--- config.mk ---
export PLATFORM = sky130hd
export DESIGN_NAME = inst_fetch_unit
export DESIGN_NICKNAME = d
export VERILOG_FILES = /design/src/rtl/inst_fetch_unit.sv
export SDC_FILE = /design/constraint.sdc
export NUM_CORES = 1
export LEC_CHECK = 0
export CORE_MARGIN = 8
export CORE_UTILIZATION = 57
export DETAILED_ROUTE_END_ITERATION = 16
export HOLD_SLACK_MARGIN = 0.03
export PLACE_DENSITY = 0.86
export SYNTH_ARGS = -nofsm -noshare
export SYNTH_HDL_FRONTEND = slang
export SYNTH_SLANG_ARGS = --single-unit
export TNS_END_PERCENT = 10
--- constraint.sdc ---
create_clock -name clk_i -period 13.75 [get_ports clk_i]
set_input_delay 3.4375 -clock clk_i [delete_from_list [all_inputs] [get_ports clk_i]]
set_output_delay 3.4375 -clock clk_i [all_outputs]
set_load 0.01 [all_outputs]
--- src/rtl/inst_fetch_unit.sv ---
// inst_fetch_unit: instruction fetch stage of the RISC-V core.
// Owns the PC and issues in-order word fetches over a req/gnt + rvalid
// interface. Each request's PC is remembered in a 2-entry tag FIFO, and
// returned words go into a 2-entry queue that feeds decode via valid/ready.
// A redirect flushes the queue and tag FIFO. Responses that are still owed
// at that point are counted and discarded when they return.
// Optional feature: define IFU_PERF_CNT_EN to add the perf_fetched_o and
// perf_stall_o counters.
module inst_fetch_unit #(
  parameter logic [31:0] RESET_PC = 32'h0000_0000
) (
  input  logic        clk_i,
  input  logic        rst_i,
  input  logic        start_i,
  output logic        imem_req_o,
  output logic [31:0] imem_addr_o,
  input  logic        imem_gnt_i,
  input  logic        imem_rvalid_i,
  input  logic [31:0] imem_rdata_i,
  input  logic        redirect_i,
  input  logic [31:0] redirect_pc_i,
  output logic        inst_valid_o,
  output logic [31:0] inst_o,
  output logic [31:0] inst_pc_o,
  output logic [6:0]  opcode_o,
  input  logic        inst_ready_i
`ifdef IFU_PERF_CNT_EN
  ,
  output logic [31:0] perf_fetched_o,
  output logic [31:0] perf_stall_o
`endif
);

  typedef enum logic [0:0] {
    ST_IDLE = 1'b0,
    ST_RUN  = 1'b1
  } state_e;

  state_e      state_q;

  // PC and memory bookkeeping
  logic [31:0] pc_q, pc_d;
  logic [1:0]  outst_q, outst_d;   // requests granted but not yet answered
  logic [1:0]  drop_q, drop_d;     // stale responses still to be discarded

  // In-order tag FIFO holding the PC of every live request
  logic [31:0] tag0_q, tag0_d;
  logic [31:0] tag1_q, tag1_d;
  logic        tag_wp_q, tag_wp_d;
  logic        tag_rp_q, tag_rp_d;

  // Instruction queue: head feeds the outputs, tail is the second slot
  logic [31:0] head_inst_q, head_inst_d;
  logic [31:0] head_pc_q, head_pc_d;
  logic [31:0] tail_inst_q, tail_inst_d;
  logic [31:0] tail_pc_q, tail_pc_d;
  logic [1:0]  q_cnt_q, q_cnt_d;

  // Control
  logic        run_s;
  logic [2:0]  inflight_s;
  logic        credit_s;
  logic        req_s;
  logic        gnt_s;
  logic        flush_s;
  logic        q_valid_s;
  logic        pop_s;
  logic        discard_s;
  logic        accept_s;
  logic [31:0] tag_pc_s;
  logic [31:0] redirect_tgt_s;
  logic        unused_rpc_lsb_s;

  assign run_s      = (state_q == ST_RUN);
  // A request is allowed only if every outstanding response, including stale
  // ones still being drained, is guaranteed to have a queue slot.
  assign inflight_s = {1'b0, outst_q} + {1'b0, q_cnt_q};
  assign credit_s   = (inflight_s < 3'd2);
  assign req_s      = run_s & credit_s & ~redirect_i;
  assign gnt_s      = req_s & imem_gnt_i;
  // A redirect in IDLE only moves the PC; it does not flush.
  assign flush_s    = redirect_i & run_s;
  assign q_valid_s  = (q_cnt_q != 2'd0);
  assign pop_s      = q_valid_s & inst_ready_i;
  assign discard_s  = imem_rvalid_i & (drop_q != 2'd0);
  assign accept_s   = imem_rvalid_i & (drop_q == 2'd0) & ~flush_s;
  assign tag_pc_s   = tag_rp_q ? tag1_q : tag0_q;
  assign redirect_tgt_s   = {redirect_pc_i[31:2], 2'b00};
  assign unused_rpc_lsb_s = ^redirect_pc_i[1:0];

  assign imem_req_o   = req_s;
  assign imem_addr_o  = pc_q;
  assign inst_valid_o = q_valid_s;
  assign inst_o       = head_inst_q;
  assign inst_pc_o    = head_pc_q;
  assign opcode_o     = head_inst_q[6:0];

  // Outstanding count: +1 on grant, -1 on any response, unchanged on both
  always_comb begin
    outst_d = outst_q;
    case ({gnt_s, imem_rvalid_i})
      2'b10:   outst_d = outst_q + 2'd1;
      2'b01:   outst_d = outst_q - 2'd1;
      default: outst_d = outst_q;
    endcase
  end

  // Drop count: on a flush, every response still owed becomes stale
  always_comb begin
    if (flush_s) begin
      drop_d = outst_d;
    end else if (discard_s) begin
      drop_d = drop_q - 2'd1;
    end else begin
      drop_d = drop_q;
    end
  end

  // Next PC: a redirect wins, otherwise advance by one word on each grant
  always_comb begin
    if (redirect_i) begin
      pc_d = redirect_tgt_s;
    end else if (gnt_s) begin
      pc_d = pc_q + 32'd4;
    end else begin
      pc_d = pc_q;
    end
  end

  // Tag FIFO: push the PC of each grant, pop on each accepted response
  always_comb begin
    tag0_d   = tag0_q;
    tag1_d   = tag1_q;
    tag_wp_d = tag_wp_q;
    tag_rp_d = tag_rp_q;
    if (flush_s) begin
      tag_wp_d = 1'b0;
      tag_rp_d = 1'b0;
    end else begin
      if (gnt_s) begin
        if (tag_wp_q) begin
          tag1_d = pc_q;
        end else begin
          tag0_d = pc_q;
        end
        tag_wp_d = ~tag_wp_q;
      end else begin
        tag_wp_d = tag_wp_q;
      end
      if (accept_s) begin
        tag_rp_d = ~tag_rp_q;
      end else begin
        tag_rp_d = tag_rp_q;
      end
    end
  end

  // Instruction queue: push accepted responses, pop on decode handshake
  always_comb begin
    head_inst_d = head_inst_q;
    head_pc_d   = head_pc_q;
    tail_inst_d = tail_inst_q;
    tail_pc_d   = tail_pc_q;
    q_cnt_d     = q_cnt_q;
    if (flush_s) begin
      q_cnt_d = 2'd0;
    end else begin
      case (q_cnt_q)
        2'd0: begin
          if (accept_s) begin
            head_inst_d = imem_rdata_i;
            head_pc_d   = tag_pc_s;
            q_cnt_d     = 2'd1;
          end else begin
            q_cnt_d     = 2'd0;
          end
        end
        2'd1: begin
          case ({accept_s, pop_s})
            2'b11: begin
              head_inst_d = imem_rdata_i;
              head_pc_d   = tag_pc_s;
            end
            2'b10: begin
              tail_inst_d = imem_rdata_i;
              tail_pc_d   = tag_pc_s;
              q_cnt_d     = 2'd2;
            end
            2'b01:   q_cnt_d = 2'd0;
            default: q_cnt_d = 2'd1;
          endcase
        end
        2'd2: begin
          case ({accept_s, pop_s})
            2'b11: begin
              head_inst_d = tail_inst_q;
              head_pc_d   = tail_pc_q;
              tail_inst_d = imem_rdata_i;
              tail_pc_d   = tag_pc_s;
            end
            2'b01: begin
              head_inst_d = tail_inst_q;
              head_pc_d   = tail_pc_q;
              q_cnt_d     = 2'd1;
            end
            default: q_cnt_d = 2'd2;
          endcase
        end
        default: q_cnt_d = 2'd0;
      endcase
    end
  end

  // Fetch enable FSM: RUN follows start_i, IDLE stops new requests only
  always_ff @(posedge clk_i or posedge rst_i) begin
    if (rst_i) begin
      state_q <= ST_IDLE;
    end else begin
      case (state_q)
        ST_IDLE: state_q <= start_i ? ST_RUN : ST_IDLE;
        ST_RUN:  state_q <= start_i ? ST_RUN : ST_IDLE;
        default: state_q <= ST_IDLE;
      endcase
    end
  end

  // Datapath registers: PC, counters, tag FIFO and instruction queue
  always_ff @(posedge clk_i or posedge rst_i) begin
    if (rst_i) begin
      pc_q        <= RESET_PC;
      outst_q     <= 2'd0;
      drop_q      <= 2'd0;
      tag0_q      <= 32'd0;
      tag1_q      <= 32'd0;
      tag_wp_q    <= 1'b0;
      tag_rp_q    <= 1'b0;
      head_inst_q <= 32'd0;
      head_pc_q   <= 32'd0;
      tail_inst_q <= 32'd0;
      tail_pc_q   <= 32'd0;
      q_cnt_q     <= 2'd0;
    end else begin
      pc_q        <= pc_d;
      outst_q     <= outst_d;
      drop_q      <= drop_d;
      tag0_q      <= tag0_d;
      tag1_q      <= tag1_d;
      tag_wp_q    <= tag_wp_d;
      tag_rp_q    <= tag_rp_d;
      head_inst_q <= head_inst_d;
      head_pc_q   <= head_pc_d;
      tail_inst_q <= tail_inst_d;
      tail_pc_q   <= tail_pc_d;
      q_cnt_q     <= q_cnt_d;
    end
  end

`ifdef IFU_PERF_CNT_EN
  logic [31:0] perf_fetched_q;
  logic [31:0] perf_stall_q;

  // Performance counters: decode handshakes and decode stall cycles
  always_ff @(posedge clk_i or posedge rst_i) begin
    if (rst_i) begin
      perf_fetched_q <= 32'd0;
      perf_stall_q   <= 32'd0;
    end else begin
      if (pop_s) begin
        perf_fetched_q <= perf_fetched_q + 32'd1;
      end else begin
        perf_fetched_q <= perf_fetched_q;
      end
      if (q_valid_s & ~inst_ready_i) begin
        perf_stall_q <= perf_stall_q + 32'd1;
      end else begin
        perf_stall_q <= perf_stall_q;
      end
    end
  end

  assign perf_fetched_o = perf_fetched_q;
  assign perf_stall_o   = perf_stall_q;
`endif

endmodule

==> summary.md, run 1 <==
| Metric | Value |
|---|---|
| Final nets | `1153` |
| Final clock skew | `0.0114 ns` |
| Max Slew Vio Count | `0` |
| Fmax achieved | `117 MHz` |
| Detailed Routing Iterations Pass 1 | `5` |
| Setup crit end kind | `output pin` |
| EDFF count, synth | `0` |
| Area fraction of the dominant cell type after synthesis | `55.5%` |
| Post-route ant nets | `0` |
| Placeable Area | `17300 um2` |
| Clk sinks | `223` |
| Clk slew on worst S/H paths | `0.06 ns` |
| Number of fill cells | `1241` |
| Initial antenna violation count | `0` |
| Largest net degree at the start of global routing | `146` |
| Synth area leader | `dfrtp_1` |
| Post-cts hold buffer count | `0` |
| Measured slew at the worst slew-check pin | `1.24 ns` |
| Critical path arrival | `5.07 ns` |
| Footprint of the multi-input gates | `4090 um2` |
| Syn Inst Count | `943` |
| Unrepaired setup endpoints after global routing | `no` |
| Yosys warning count | `0` |
| DRC viols | `0` |
| Max FO, Critical Path | `45` |
| I/O pin count | `176` |
| Peak VDD IR | `0.128 mV` |
| CTS resizes | `0` |
| CTS max path bufs | `3` |
| Synth async-reset ratio | `100%` |
| Final Critical Period | `8.51 ns` |
| Slew margin rel. | `16.7%` |
| Synth unique cells | `49` |
| Synthesized area | `10000 um2` |
| Starting Density | `58.1%` |
| CP bufs+invs | `3` |
| Grt ovf | `0` |
| Vias | `7531` |
| Mean Syn Cell Area | `10.7 um2` |
| First-pass GRT wire length | `38200 um` |
| GPL Wtd Cong | `0.870` |
| CP dominant cell by count | `clkdlybuf4s50_1` |
| Synthesized flop and latch total | `223` |
| First DRT Iteration DRCs | `535` |
| Die Y-Extent | `149 um` |
| Register area | `5580 um2` |
| Wirelength per Cell | `17.7 um` |
| Final hold violation count | `0` |
| Sequential area share after synthesis | `55.5%` |
| Combinational share of power | `35.1%` |
| Max-cap viol count | `0` |
| Internal | `0.00171 W` |
| Top post-synthesis cells by area | `dfrtp_1 (56%), mux2_2 (9.0%), mux2i_1 (6.5%)` |
| Final WL | `23200 um` |
| Clock buffer count from CTS | `23` |
| P_sw | `0.000853 W` |
| Die area | `22100 um2` |
| # setup viols final | `0` |
| CTS H-tree lvls | `1` |
| Seq pwr share | `42.7%` |
| Core Rows | `48` |
| Setup repair bufs after CTS | `0` |
| Power Dens Cells | `206 nW/um2` |
| N_diodes | `0` |
| Status | `complete, no violations` |
| Worst-Skew Late Latency | `0.49 ns` |
| Hold WC Path Type | `register to register` |
| Die X | `149 um` |
| Crit path launch type | `input port` |
| Area delta synth->final | `24.0%` |
| Period utilisation layout | `61.9%` |
| Slowest cell on the critical path | `clkdlybuf4s50_1` |
| Vias in the first global route | `7279` |
| CP Cell Sequence | `clkdlybuf4s50_1, buf_4, nor4b_4, clkdlybuf4s50_1` |
| Root Driver | `clkbuf_16` |
| Clk pwr share | `22.3%` |
| Post-synth top flop | `dfrtp_1` |
| Setup Total Neg Slack | `0 ns` |
| Port bufs | `169` |
| Critical Path Max Stage Delay | `0.60 ns` |
| Final hold slack | `0.482 ns` |
| Top Family by Delay on Critical Path | `buffers and inverters` |
| Data required, critical path | `10.31 ns` |
| GRT Resource Usage Total | `21.0%` |
| Switching power share of the total | `33.3%` |
| Post-DP HPWL | `15200 um` |
| Leak pwr | `5.37 nW` |
| CTS tree | `done` |
| Worst setup path class | `input port to output pin` |
| Share of layout cells above drive strength 1 | `12.1%` |
| Via/cell ratio | `5.73` |
[registers in the layout (all words and copies together), names as in the netlist]
name	cells
tail_inst_q	32
q_cnt_q	2
drop_q	2
run_s	1
inst_pc_o	30
inst_o	32
tag_wp_q	1
tag_rp_q	1
outst_q	2
tag0_q	30
imem_addr_o	30
tag1_q	30
tail_pc_q	30
[synth_stat cells (2+ instances only)]
cell type and instances:
dfrtp_1 223, nand2_1 115, mux2_2 80, nor2_1 77, a21oi_1 73, mux2i_1 65, o21ai_1 61, clkbuf_1 39
o21ai_0 34, nand3_1 23, buf_4 17, inv_1 12, nand4_1 10, buf_1 9, buf_2 9, o311ai_0 9
o211ai_1 8, ha_1 7, nand3b_1 6, nor2b_1 5, nor3_1 5, nor4_1 5, a22oi_1 4, and2_1 4
or3_1 4, a221o_1 3, a31oi_1 3, and3_1 3, nand2b_1 3, xnor2_1 3, a32oi_1 2, a41oi_1 2
buf_6 2, or4_1 2, xor2_1 2
[cell usage in the layout, fill, tap and decap left out, drive strengths merged, types with 4 or more instances in the layout]
cell             n
clkinv           4
o211ai           8
clkdlybuf4s50  169
and2             5
nor2            77
nor4             5
nand2          115
conb             4
dfrtp          223
clkbuf          34
nor3             5
or3              4
ha               7
mux2i           65
a22oi            4
o21ai           95
nand3           23
nand3b           6
nor2b            5
buf             10
mux2            80
o311ai          10
inv             13
a21oi           73
nand4           10
[worst min-delay path: cells and delay by family, from the launching register on]
family	cells	cell delay [ns]
AO/OA/AOI/OAI	1	0.06
flip-flops	1	0.34
AND/OR/NAND/NOR	1	0.05
[per-layer routing]
| metal | up-vias | part of all wire [%] | global-route usage [%] |
|---|---|---|---|
| met2 | 281 | 45 | 31.9 |
| li1 | 3552 | - | - |
| met3 | 19 | 7.9 | 4.82 |
| met4 | 0 | 1.1 | 4.19 |
| met1 | 3679 | 46 | 30.4 |
| met5 | - | 0 | 0 |
[logic make-up (layout without fill, tap and decap cells)]
family	after synthesis	in the layout	share of synthesized area [%]
AOI/OAI and AO/OA	203	203	11.2
xor gates and xnor gates	5	5	0.436
adders and majority gates	8	8	1.07
buffers and inverters	89	232	4.22
DFF	223	223	55.5
muxes	145	145	15.4
other	1	4	0.0373
and+or+nand+nor	269	269	12.1
[metrics by stage]
step                cells  setup slack (ns)  total power [W]  cell area [um2]  util, %
floorplan             946              4.21          0.00165            10100        -
global placement     1274              5.25          0.00195            11800     68.1
detailed placement   1274              5.25          0.00200            11800     68.1
CTS                  1314              5.24          0.00258            12500     72.1
global route         1314              5.13          0.00273            12500     72.1
finish               1314              5.24          0.00256            12500     72.1
[final timing paths]
kind / startpoint / to / slack (ns) / depth (start not counted)
max: redirect_i / imem_req_o / 5.24 / 4
min: inst_o[22]$_DFFE_PP0P_ / inst_o[22]$_DFFE_PP0P_ / 0.48 / 2
max reg2reg: q_cnt_q[1]$_DFFE_PP0P_ / tail_inst_q[23]$_DFFE_PP0P_ / 10.52 / 6
min reg2reg: inst_o[22]$_DFFE_PP0P_ / inst_o[22]$_DFFE_PP0P_ / 0.48 / 2
max in group asynchronous: rst_i / tag1_q[12]$_DFFE_PP0P_ / 8.56 / 3
min in group asynchronous: rst_i / inst_o[5]$_DFFE_PP0P_ / 3.56 / 2
[layout make-up]
type	count	area share, %
flip-flops and latches	223	44.8
multi-input cells	634	32.8
repair buffers	179	14.2
clock buffers	34	5.27
well taps	225	2.26
inverters	13	0.452
clock inverters	6	0.281
[power groups by stage]
stage	Sequential, W	Clock [W]	Combinational [W]
5_1_grt	0.00113	0.000614	0.000992
2_1_floorplan	0.00109	0	0.000556
3_5_place_dp	0.00110	0	0.000900
4_1_cts	0.00109	0.000582	0.000909
3_3_place_gp	0.00108	0	0.000872
6_report	0.00109	0.000570	0.000898
No activity file was read; power rests on OpenSTA's default activity.
==> inputs of run 2 (changes only) <==
--- a/config.mk
+++ b/config.mk
@@ -6,10 +6,10 @@
 export NUM_CORES = 1
 export LEC_CHECK = 0
 export CORE_MARGIN = 8
-export CORE_UTILIZATION = 57
+export CORE_UTILIZATION = 48
 export DETAILED_ROUTE_END_ITERATION = 16
 export HOLD_SLACK_MARGIN = 0.03
-export PLACE_DENSITY = 0.86
+export PLACE_DENSITY = 0.78
 export SYNTH_ARGS = -nofsm -noshare
 export SYNTH_HDL_FRONTEND = slang
 export SYNTH_SLANG_ARGS = --single-unit
==> constraint.sdc (replaced) <==
create_clock -name clk_i -period 7.3 [get_ports clk_i]
set_input_delay 1.825 -clock clk_i [delete_from_list [all_inputs] [get_ports clk_i]]
set_output_delay 1.825 -clock clk_i [all_outputs]
set_load 0.01 [all_outputs]
==> summary.md, run 2 (synthesized netlist as in run 1, its figures left out) <==
| Metric | Value |
|---|---|
| Status | `complete, no violations` |
| Wirelength per Cell | `17.3 um` |
| Worst R2R Setup Slack | `4.13 ns` |
| Die Y-Extent | `161 um` |
| Post-DP HPWL | `15700 um` |
| Pre-CTS setup slack | `2.03 ns` |
| Largest net degree at the start of global routing | `160` |
| Most common cell after layout, fill and taps aside | `dfrtp_1` |
| Final core area utilization | `61.4%` |
| Vias | `7435` |
| Placed cells | `1326` |
| Root Driver | `clkbuf_16` |
| Hold WC Path Type | `register to register` |
| Final setup margin | `2.03 ns` |
| First DRT Iteration DRCs | `321` |
| Post-cts hold buffer count | `0` |
| CTS resizes | `0` |
| Starting Density | `48.4%` |
| CP Cell Sequence | `clkdlybuf4s50_1, buf_4, nor4b_4, clkdlybuf4s50_1` |
| GRT Resource Usage Total | `18.3%` |
| Met3 wire len | `1700 um` |
| Initial antenna violation count | `0` |
| Power Dens Cells | `397 nW/um2` |
| Max-cap viol count | `0` |
| Clock buffer count from CTS | `24` |
| Highest-count cells in the layout ignoring fill and taps | `dfrtp_1 (223), clkdlybuf4s50_1 (169), nand2_1 (115)` |
| Setup crit end kind | `output pin` |
| Crit path launch type | `input port` |
| R2R Path End | `imem_addr_o[18]$_DFFE_PP0P_` |
| Final Critical Period | `5.27 ns` |
| FF-to-FF path depth | `8` |
| DRC viols | `0` |
| Critical Path Max Stage Delay | `0.59 ns` |
| Leak pwr | `5.47 nW` |
| Met2 Wirelength | `10800 um` |
| Die X | `161 um` |
| Peak VDD IR | `0.273 mV` |
| Hold EP | `tag1_q[4]$_DFFE_PP0P_` |
| Design Power | `0.00506 W` |
| First-pass GRT wire length | `39500 um` |
| Top Family by Delay on Critical Path | `buffers and inverters` |
| Period utilisation layout | `72.1%` |
| Max FO, Critical Path | `45` |
| GPL Wtd Cong | `0.871` |
| Max Used Layer | `met4` |
| Clk slew on worst S/H paths | `0.06 ns` |
| CTS max path bufs | `3` |
| Max Slew Vio Count | `0` |
| N_diodes | `0` |
| Die area | `25800 um2` |
| Min-delay src | `tag1_q[4]$_DFFE_PP0P_` |
| Critical path arrival | `3.44 ns` |
| Non-Filler Instances | `1369` |
| Worst-Skew Late Latency | `0.51 ns` |
| Detailed Routing Iterations Pass 1 | `5` |
| Final nets | `1156` |
| Via/cell ratio | `5.43` |
| Placeable Area | `20800 um2` |
| Setup Total Neg Slack | `0 ns` |
| WHS Path Cells | `2` |
| CP bufs+invs | `3` |
| Clk sinks | `223` |
| WP depth | `4` |
| Measured slew at the worst slew-check pin | `0.862 ns` |
| Vias in the first global route | `7511` |
| Slew margin rel. | `42.6%` |
| Grt ovf | `0` |
| I/O pin count | `176` |
| # setup viols final | `0` |
| Fmax achieved | `190 MHz` |
| Area delta synth->final | `26.8%` |
| Final hold violation count | `0` |
| Unrepaired setup endpoints after global routing | `no` |
| Share of layout cells above drive strength 1 | `12.9%` |
| Port bufs | `169` |
| Final WL | `23700 um` |
| Slowest cell on the critical path | `clkdlybuf4s50_1` |
| CTS H-tree lvls | `1` |
| CTS tree | `done` |
| CP dominant cell by count | `clkdlybuf4s50_1` |
| Wl on met1 | `10900 um` |
| Setup repair bufs after CTS | `0` |
| Worst R2R Start | `q_cnt_q[0]$_DFFE_PP0P_` |
| Data required, critical path | `5.48 ns` |
| Post-route ant nets | `0` |
| Final clock skew | `0.0112 ns` |
| Worst setup path class | `input port to output pin` |
| Core Rows | `53` |
run 2: changes by cell type in the layout (fill, tap and decap cells not counted):
cell,delta
bufinv_16,+4
clkbuf_1,-4
buf_12,+2
clkbuf_16,+2
clkinv_2,-2
clkbuf_8,+1
clkinv_4,+1
clkinvlp_4,+1
run 2: through the flow:
stage	area [um2]	hold WS, ns
after global placement	11900	0.462
after floorplan	10100	0.449
after detailed placement	11900	0.470
after CTS	12700	0.483
after global routing	12700	0.497
final	12700	0.480
run 2: worst max-delay path by stage:
stage                                        to       start  slack [ns]
after CTS                            imem_req_o  redirect_i        2.02
after global placement               imem_req_o  redirect_i        2.02
final                                imem_req_o  redirect_i        2.03
after global routing                 imem_req_o  redirect_i        1.95
after detailed placement             imem_req_o  redirect_i        2.03
after floorplan           drop_q[0]$_DFFE_PP0P_       rst_i        2.56
run 2: worst reg2reg max path: stages (launching register included):
cell	delay (ns)
dfrtp_1	0.54
and2_1	0.21
fa_1	0.46
nor4b_4	0.31
and2_4	0.36
inv_2	0.27
or4_4	0.63
o21ai_1	0.15
o311ai_1	0.11
run 2: final cells by class:
cell class	instances	area (um2)
Fill cell	1701	8020
Sequential cell	223	5580
Multi-Input combinational cell	634	4090
Timing Repair Buffer	181	1810
Clock buffer	33	706
Tap cell	275	344
Clock inverter	10	165
Inverter	13	52.6
run 2: per-layer routing:
layer  up-vias  global-route usage (%)
li1       3556                       -
met1      3584                    25.2
met2       269                    28.8
met3        26                    4.43
met4         0                    3.96
met5         -                       0
run 2: power by group:
group | switching [W] | internal [W] | total (W)
combinational | 0.000829 | 0.000860 | 0.00169
sequential | 0.000320 | 0.00174 | 0.00206
clock | 0.000492 | 0.000819 | 0.00131
==> inputs of run 3 (changes only) <==
--- a/config.mk
+++ b/config.mk
@@ -6,10 +6,10 @@
 export NUM_CORES = 1
 export LEC_CHECK = 0
 export CORE_MARGIN = 8
-export CORE_UTILIZATION = 48
+export CORE_UTILIZATION = 53
 export DETAILED_ROUTE_END_ITERATION = 16
 export HOLD_SLACK_MARGIN = 0.03
-export PLACE_DENSITY = 0.78
+export PLACE_DENSITY = 0.81
 export SYNTH_ARGS = -nofsm -noshare
 export SYNTH_HDL_FRONTEND = slang
 export SYNTH_SLANG_ARGS = --single-unit
==> constraint.sdc (replaced) <==
create_clock -name clk_i -period 5.2 [get_ports clk_i]
set_input_delay 1.3 -clock clk_i [delete_from_list [all_inputs] [get_ports clk_i]]
set_output_delay 1.3 -clock clk_i [all_outputs]
set_load 0.01 [all_outputs]
==> summary.md, run 3 (synthesized netlist as in run 1, its figures left out) <==
| Metric | Value |
|---|---|
| Max FO, Critical Path | `3` |
| CP Cell Sequence | `clkdlybuf4s50_1, nor4b_4, clkdlybuf4s50_1` |
| Vias | `7470` |
| GRT Resource Usage Total | `19.5%` |
| Final WL | `23500 um` |
| Final core area utilization | `68.0%` |
| Final clock skew | `0.0104 ns` |
| Status | `complete, no violations` |
| Setup repair bufs after CTS | `0` |
| Wirelength per Cell | `17.7 um` |
| Period utilisation layout | `76.9%` |
| Worst R2R Start | `q_cnt_q[0]$_DFFE_PP0P_` |
| Clk sinks | `223` |
| Die X | `154 um` |
| Final setup margin | `1.20 ns` |
| Register area | `5580 um2` |
| First-pass GRT wire length | `38500 um` |
| CP dominant cell by count | `clkdlybuf4s50_1` |
| Share of layout cells above drive strength 1 | `12.9%` |
| Final hold slack | `0.476 ns` |
| First DRT Iteration DRCs | `400` |
| Final Critical Period | `4.00 ns` |
| Final hold violation count | `0` |
| Setup Total Neg Slack | `0 ns` |
| Final nets | `1158` |
| Area delta synth->final | `26.2%` |
| CTS tree | `done` |
| I/O pin count | `176` |
| Slowest cell on the critical path | `clkdlybuf4s50_1` |
| DRC viols | `0` |
| Number of fill cells | `1380` |
| Via/cell ratio | `5.63` |
| Vias in the first global route | `7334` |
| Worst-Skew Late Latency | `0.50 ns` |
| Critical path arrival | `2.70 ns` |
| Die area | `23600 um2` |
| Post-cts hold buffer count | `0` |
| Starting Density | `53.9%` |
| Most common cell after layout, fill and taps aside | `dfrtp_1` |
| Highest-count cells in the layout ignoring fill and taps | `dfrtp_1 (223), clkdlybuf4s50_1 (169), nand2_1 (115)` |
| Placed cells | `1287` |
| Leak pwr | `5.47 nW` |
| Peak VDD IR | `0.332 mV` |
| Max-cap viol count | `0` |
| Measured slew at the worst slew-check pin | `1.09 ns` |
| Worst setup path class | `input port to output pin` |
| Critical Path Max Stage Delay | `0.59 ns` |
| Max Slew Vio Count | `0` |
| CTS resizes | `0` |
| Core Rows | `50` |
| Root Driver | `clkbuf_16` |
| Clock buffer count from CTS | `24` |
| Power Dens Cells | `553 nW/um2` |
| Detailed Routing Iterations Pass 1 | `5` |
| Fmax achieved | `250 MHz` |
| CTS H-tree lvls | `1` |
| Pre-CTS setup slack | `1.02 ns` |
| # setup viols final | `0` |
| Hold WC Path Type | `register to register` |
| Placeable Area | `18600 um2` |
| GPL Wtd Cong | `0.870` |
| Port bufs | `169` |
| Post-route ant nets | `0` |
| Slew margin rel. | `27.2%` |
| Post-DP HPWL | `15700 um` |
| Footprint of the multi-input gates | `4090 um2` |
| Worst Setup SP | `redirect_i` |
| N_diodes | `0` |
| Unrepaired setup endpoints after global routing | `no` |
| Min-delay src | `inst_o[29]$_DFFE_PP0P_` |
| Grt ovf | `0` |
| Largest net degree at the start of global routing | `132` |
| Setup crit end kind | `output pin` |
| CTS max path bufs | `3` |
| Initial antenna violation count | `0` |
| Crit path launch type | `input port` |
| Clk slew on worst S/H paths | `0.06 ns` |
| Non-Filler Instances | `1328` |
| Die Y-Extent | `154 um` |
| Data required, critical path | `3.90 ns` |
[run 3: layout make-up]
class,count,area share (%)
Clock inverter,7,0.691
Multi-Input combinational cell,634,32.2
Sequential cell,223,44.0
Inverter,13,0.414
Clock buffer,34,5.67
Tap cell,234,2.31
Timing Repair Buffer,183,14.7
[run 3: through the flow]
step                instance area (um2)  total power (W)
CTS                               12700          0.00708
floorplan                         10100          0.00436
finish                            12700          0.00701
detailed placement                11900          0.00532
global placement                  11900          0.00520
global route                      12700          0.00746
[run 3: worst paths after layout]
kind | cells past startpoint | slack (ns) | end
hold reg to reg | 2 | 0.48 | inst_o[29]$_DFFE_PP0P_
setup reg to reg | 10 | 2.03 | drop_q[1]$_DFFE_PP0P_
min in group asynchronous | 3 | 1.32 | inst_o[6]$_DFFE_PP0P_
max in group asynchronous | 3 | 3.31 | imem_addr_o[28]$_DFFE_PP0P_
setup / recovery | 3 | 1.20 | imem_req_o
hold / removal | 2 | 0.48 | inst_o[29]$_DFFE_PP0P_
[run 3: per-layer routing]
metal  track usage [%]  wire [um]
met5                 0          0
met4              3.45        247
met3              5.10       1850
met2              30.4      10700
met1              27.4      10700
[run 3: report_power, final]
part	internal, W	leakage [nW]	switching, W	total, W
clock network	0.00106	0.399	0.000663	0.00172
logic	0.00123	2.26	0.00117	0.00240
registers	0.00244	2.81	0.000453	0.00290
[run 3: critical path: cells and delay by family]
family	cells	cell delay (ns)
and+or+nand+nor	1	0.34
buffers and inverters	2	1.05
